--- src/rtl/booth_arbiter.sv ---
// booth_arbiter: round-robin sharing of one booth multiplier among N_REQ requesters,
// with fixed start-hold and settle timing before the product is captured.
module booth_arbiter #(
   parameter int N_REQ     = 4,
   parameter int START_CYC = 5,
   parameter int LAT       = 8
) (
   input  logic                 clk,
   input  logic                 rst,
   input  logic [N_REQ-1:0]     req,
   input  logic [8*N_REQ-1:0]   x_in,
   input  logic [8*N_REQ-1:0]   y_in,
   output logic [N_REQ-1:0]     gnt,
   output logic [N_REQ-1:0]     done,
   output logic [15:0]          result,
   output logic                 busy,
   output logic [7:0]           m_X,
   output logic [7:0]           m_Y,
   output logic                 m_start,
   input  logic [15:0]          m_produs
);
   localparam int IW = $clog2(N_REQ);
   localparam int CW = $clog2((START_CYC > LAT ? START_CYC : LAT) + 1);
   typedef enum logic [1:0] {IDLE, START, WAIT, DONE} state_t;
   state_t state, state_n;
   logic [IW-1:0] ptr, ptr_n, id, id_n, k, j;
   logic [CW-1:0] cnt, cnt_n;
   logic [N_REQ-1:0] gnt_n, done_n;
   logic [15:0] result_n;
   logic [7:0] mx_n, my_n;
   logic start_n, found;
   logic [8*N_REQ-1:0] xs, ys;
   assign busy = state != IDLE;
   assign xs = x_in >> {k, 3'b000};
   assign ys = y_in >> {k, 3'b000};
   // descending scan so the lowest offset from ptr wins
   always_comb begin
      found = 1'b0;
      k = '0;
      j = '0;
      for (int i = N_REQ - 1; i >= 0; i--) begin
         j = IW'((int'(ptr) + i) % N_REQ);
         if (req[j]) begin
            found = 1'b1;
            k = j;
         end
      end
   end
   always_comb begin
      state_n  = state;
      ptr_n    = ptr;
      id_n     = id;
      cnt_n    = '0;
      gnt_n    = '0;
      done_n   = '0;
      result_n = result;
      mx_n     = m_X;
      my_n     = m_Y;
      start_n  = m_start;
      case (state)
         IDLE: if (found) begin
            state_n = START;
            gnt_n   = N_REQ'(1) << k;
            mx_n    = xs[7:0];
            my_n    = ys[7:0];
            start_n = 1'b1;
            id_n    = k;
            ptr_n   = IW'((int'(k) + 1) % N_REQ);
         end
         START: if (cnt == CW'(START_CYC - 1)) begin
            start_n = 1'b0;
            state_n = WAIT;
         end else cnt_n = cnt + 1'b1;
         WAIT: if (cnt == CW'(LAT - 1)) begin
            result_n = m_produs;
            done_n   = N_REQ'(1) << id;
            state_n  = DONE;
         end else cnt_n = cnt + 1'b1;
         default: state_n = IDLE;
      endcase
   end
   always_ff @(posedge clk or posedge rst)
      if (rst) begin
         state   <= IDLE;
         ptr     <= '0;
         id      <= '0;
         cnt     <= '0;
         gnt     <= '0;
         done    <= '0;
         result  <= '0;
         m_X     <= '0;
         m_Y     <= '0;
         m_start <= 1'b0;
      end else begin
         state   <= state_n;
         ptr     <= ptr_n;
         id      <= id_n;
         cnt     <= cnt_n;
         gnt     <= gnt_n;
         done    <= done_n;
         result  <= result_n;
         m_X     <= mx_n;
         m_Y     <= my_n;
         m_start <= start_n;
      end
endmodule

--- config.mk ---
export PLATFORM = sky130hd
export DESIGN_NAME = booth_arbiter
export DESIGN_NICKNAME = d
export VERILOG_FILES = /design/src/rtl/booth_arbiter.sv
export SDC_FILE = /design/constraint.sdc
export NUM_CORES = 1
export LEC_CHECK = 0
export BUFFER_PORTS_ARGS = -buffer_cell sky130_fd_sc_hd__buf_2
export CORE_MARGIN = 2
export CORE_UTILIZATION = 41
export DETAILED_ROUTE_END_ITERATION = 10
export PLACE_DENSITY = 0.77
export SLEW_MARGIN = 30
export SYNTH_ARGS = -nofsm -noshare
export SYNTH_HDL_FRONTEND = slang
export SYNTH_SLANG_ARGS = --single-unit
export TNS_END_PERCENT = 20
--- constraint.sdc ---
create_clock -name clk -period 1.8 [get_ports clk]
set_clock_uncertainty 0.05 [all_clocks]
set_input_delay 0.45 -clock clk [delete_from_list [all_inputs] [get_ports clk]]
set_output_delay 0.45 -clock clk [all_outputs]
set_load 0.01 [all_outputs]
Yosys cells after proc, flatten, opt, wreduce, memory -nomap -nowiden
Cells that the tools add are included.

Word-level logic and storage cells: 67. Output and inout bits: 42. Flip-flop bits (word level): 51. Input bits: 86.

Multiplexer cells: 30. $add $sub $neg: 5. Magnitude comparators: 4. Shifts and indexed selects: 4. Reductions and logical operators: 7. Equality and inequality tests: 7.

Operators with widths (count): $shr A32 B5 Y8 (2); $mux W4 (6); $mux W2 (7); $lt A2 B3 Y1 const B (4); $mux W1 (10); $bmux W1 S2 (4); $eq A4 B3 Y1 const B (2); $pmux W4 S2 (1); $shl A1 B2 Y4 const A (2); $ne A2 B2 Y1 const B (3); $pmux W2 S3 (1); $reduce_and A3 Y1 (2); $add A2 B1 Y2 const B (2); $add A2 B2 Y2 const B (2); $add A4 B1 Y4 const B (1); $reduce_and A2 Y1 (2); $reduce_bool A2 Y1 (2); $eq A2 B1 Y1 const B (1); $eq A2 B2 Y1 const B (1); $logic_not A2 Y1 (1); $pmux W1 S2 (1).

Depth between registers and ports, before layout
Word-level depth: 10. Gate-level depth with buffers: 8. Depth with buffers taken out: 6.

Worst setup path after synthesis
OpenSTA, ideal clock, no wires.

Path type: register -> register. From: register ptr[1]. To: register m_X[7]. Path buffers: 2. Library setup time: 0.134 ns. Data required time: 1.616 ns. Setup slack: 0.098 ns. Clock period less this slack: 1.702 ns. Cell stages (with the launch flop): 8. Arrival: 1.518 ns. Cell sequence: dfrtp_1 -> buf_2 -> and2b_1 -> a211oi_2 -> nor4_4 -> buf_2 -> a222oi_1 -> o21ai_1.

Word-level cells in the longest chain between the ends: 8. Elaborated cells on any way between the ends: 21. Those cells by class: add/sub (3); shift (1); mux (16); reduce/logical (1).

Ends and longest elaborated chain: from (decl) (line 26) `logic [IW-1:0] ptr, ptr_n, id, id_n, k, j;`; from (signal assigned) (line 96) `ptr <= ptr_n;`; $add A2 B2 Y2 (line 42) `j = IW'((int'(ptr) + i) % N_REQ);`; $bmux W1 S2 (line 43) `if (req[j]) begin`; $mux W1 (implied by the code) (line 43); $mux W2 or $mux W1 (tied branches) (4 in a row) (line 43); $shr A32 B5 Y8 or $reduce_and A2 Y1 (tied branches); to (signal assigned) (line 102) `m_X <= mx_n;`; to (decl) (line 17) `output logic [7:0] m_X,`.

Parallel ways exist; a longest one is shown, timed or not. The select of a mux whose other input is x is not followed. A chain may end at the register's enable or synchronous reset.

Worst setup path in the final report
From: register state[1]. To: output port busy.

Word-level cells in the longest chain between the ends: 1.

Ends and longest elaborated chain: from (decl) (line 25) `state_t state, state_n;`; from (signal assigned) (line 95) `state <= state_n;`; $reduce_bool A2 Y1 (line 33) `assign busy = state != IDLE;`; to (decl) (line 16) `output logic busy,`.

No other way between the ends.

==> results.cfg <==
[sta]
hold_viol_final = 0
slew_headroom_pct = 76.4
rsz0062_at_grt = yes
max_freq_ghz = 0.565
fin_crit_sh_pct = 98.2
tightest_slew_ns = 0.354
timing.hold.ws_ns = 0.137
finalCriticalPeriod_ns = 1.77
drv_slew = 0
finalSetupViolCount = 0

[synth]
synth_edf_count = 0
yosys.area.top_type = dfrtp_1
ys_types = 36
ys_ff_latch = 51
syn_avg_cell_area_um2 = 12.1
synth_area_leaders = dfrtp_1, a222oi_1, mux2i_1
synth_nets = 292
netlist_area_um2 = 2440
synth_top_area_share_pct = 52.3
ys.warnings.count = 0
yosys_most_used_dff = dfrtp_1
synthArstFlopShare_pct = 100
synth_seq_area_share_pct = 52.3
syn_inst = 201

[floorplanning]
num_io_pins = 128
core_area_um2 = 5850
die_area_um2 = 6590
die_w_um = 81.2
dieHeight_um = 81.2
num_rows = 28
start_util_pct = 41.7

[clock_tree]
clock-sinks = 51
path_clk_slew_ns = 0.09
hold_buffers = 0
cts_max_path_buffers = 2
htree_num_levels = 2
worst_skew_pair.late_latency_ns = 0.30
clockRootBuffer = clkbuf_8
numCtsBuffers = 5
cts_tree = yes

[place]
numPortBuffers = 127
placed_cells = 411
gp_congestion = 0.789
dpl-instance-area_um2 = 3320
dp_hpwl_um = 4560

[global_routing]
grt_antenna_before_repair = 0
grt_pass1_vias = 2036
grt_usage_pct = 18.5
grt.overflow.total = 0
grt_max_degree = 30
grt_pass1_wl_um = 9340

[drt]
vias_per_cell = 5.17
firstDrtPassIters = 5
routed_wl_um = 6000
drtAntennaViolNets = 0
wire_per_inst_um = 14.2
drcViolationCount = 0
drt_iter0_markers = 98
vias = 2189

[layout]
fin_util_pct = 59.1
drive_gt1_share_pct = 51.4
final_common_cell = buf_2
most-common-layout-cells = buf_2, dfrtp_1, o21ai_1, buf_4
synthToLayoutAreaGrowth_pct = 41.6
fin_cells = 423
nNetsFinal = 438
num_antenna_cells = 0
design_area_um2 = 3460

[power_and_ir_drop]
leakagePower_nw = 1.81
irDropWorstVdd_mv = 0.591
finalPower_w = 0.00447
power_density_nw_per_um2 = 1290

[setup_path]
rr_endpoint = m_Y[0]
r2r-start = ptr[1]
reg2reg_depth = 6
critPathKind = flip-flop to output port
cp.required_ns = 1.30
r2r_slack_ns = 0.06
crit_path_end_kind = output port
cp-startpoint = state[1]
start_kind = flip-flop
path_max_fanout = 3
arrival_ns = 1.27

[run]
max_cap_violations = 0

[run_status]
status = complete, no violations

[min_path]
holdCritPathClass = input port to async pin
synth_stat cells, types with 2 or more instances:
cell type  number
a21oi_1         6
a222oi_1       16
buf_2           5
buf_4           2
buf_6           2
clkbuf_1        2
dfrtp_1        51
ha_1            5
inv_1          10
mux2_1          8
mux2_2         10
mux2i_1        16
nand2_1         7
nand2b_1        4
nand3_1         3
nor2_1          6
nor2b_1         4
nor3_1          2
nor3b_1         3
nor4_4          2
o211a_1         2
o21ai_0         4
o21ai_1        17
xor2_1          2
sequential cells by signal, summed over array words and instances (netlist names):
| register | count |
|---|---|
| result | 16 |
| m_X | 8 |
| m_Y | 8 |
| cnt | 4 |
| done | 4 |
| gnt | 4 |
| id | 2 |
| ptr | 2 |
| state | 2 |
| m_start | 1 |
where the power goes:
part,internal (W),switching [W],total [W]
registers,0.00145,0.000201,0.00165
logic,0.00112,0.00103,0.00216
clock network,0.000280,0.000380,0.000660
total,0.00286,0.00161,0.00447
how the worst max path moves through the flow:
stage	end	slack (ns)
after floorplan	cnt[0]	0.07
after global placement	m_X[7]	-0.02
after detailed placement	m_Y[0]	-0.09
after CTS	busy	0.01
after global routing	m_Y[2]	-0.07
final	busy	0.03
cells by family (layout without fill, tap and decap cells):
logic type / count (synthesis) / after routing / share of synthesized area, %
compound gates: 51 / 51 / 15.2
fa+ha+maj: 5 / 5 / 2.56
buf+inv: 21 / 168 / 4.41
mux: 34 / 34 / 14.9
xor+xnor: 3 / 3 / 1.08
simple gates: 36 / 36 / 9.64
flops: 51 / 51 / 52.3
worst max-delay path: stages (launching register included):
cell     delay, ns
dfrtp_1       0.41
inv_1         0.09
ha_2          0.18
buf_4         0.12
inv_2         0.05
buf_6         0.11
area by class of cell:
class | count | area [um2]
Fill cell | 513 | 2390
Sequential cell | 51 | 1280
Multi-Input combinational cell | 129 | 1070
Timing Repair Buffer | 150 | 890
Tap cell | 75 | 93.8
Clock buffer | 6 | 72.6
Inverter | 10 | 37.5
Clock inverter | 2 | 17.5
metal layers:
layer  global-route usage (%)  part of all wire (%)  wire length [um]  up-vias
li1                         -                     -                 -     1040
met1                     20.9                    39              2340     1041
met2                     34.9                    52              3100      101
met3                     4.22                   7.9               476        7
met4                     5.08                   1.3                81        0
met5                        0                     0                 0        -
through the flow:
step / TNS (ns) / setup slack [ns]
floorplan: 0 / 0.0705
global placement: -0.0443 / -0.0226
detailed placement: -0.722 / -0.0872
CTS: 0 / 0.0113
global route: -0.129 / -0.0671
finish: 0 / 0.0316
repair_timing:
action                                  4_1_cts  5_1_grt
gates resized for setup                       2        4
hold endpoints to repair                      0        0
setup buffers                                 2        3
endpoints found under the setup margin        2       17
pin swaps                                     1        5
Note: power is estimated with default switching activity, not from simulation.
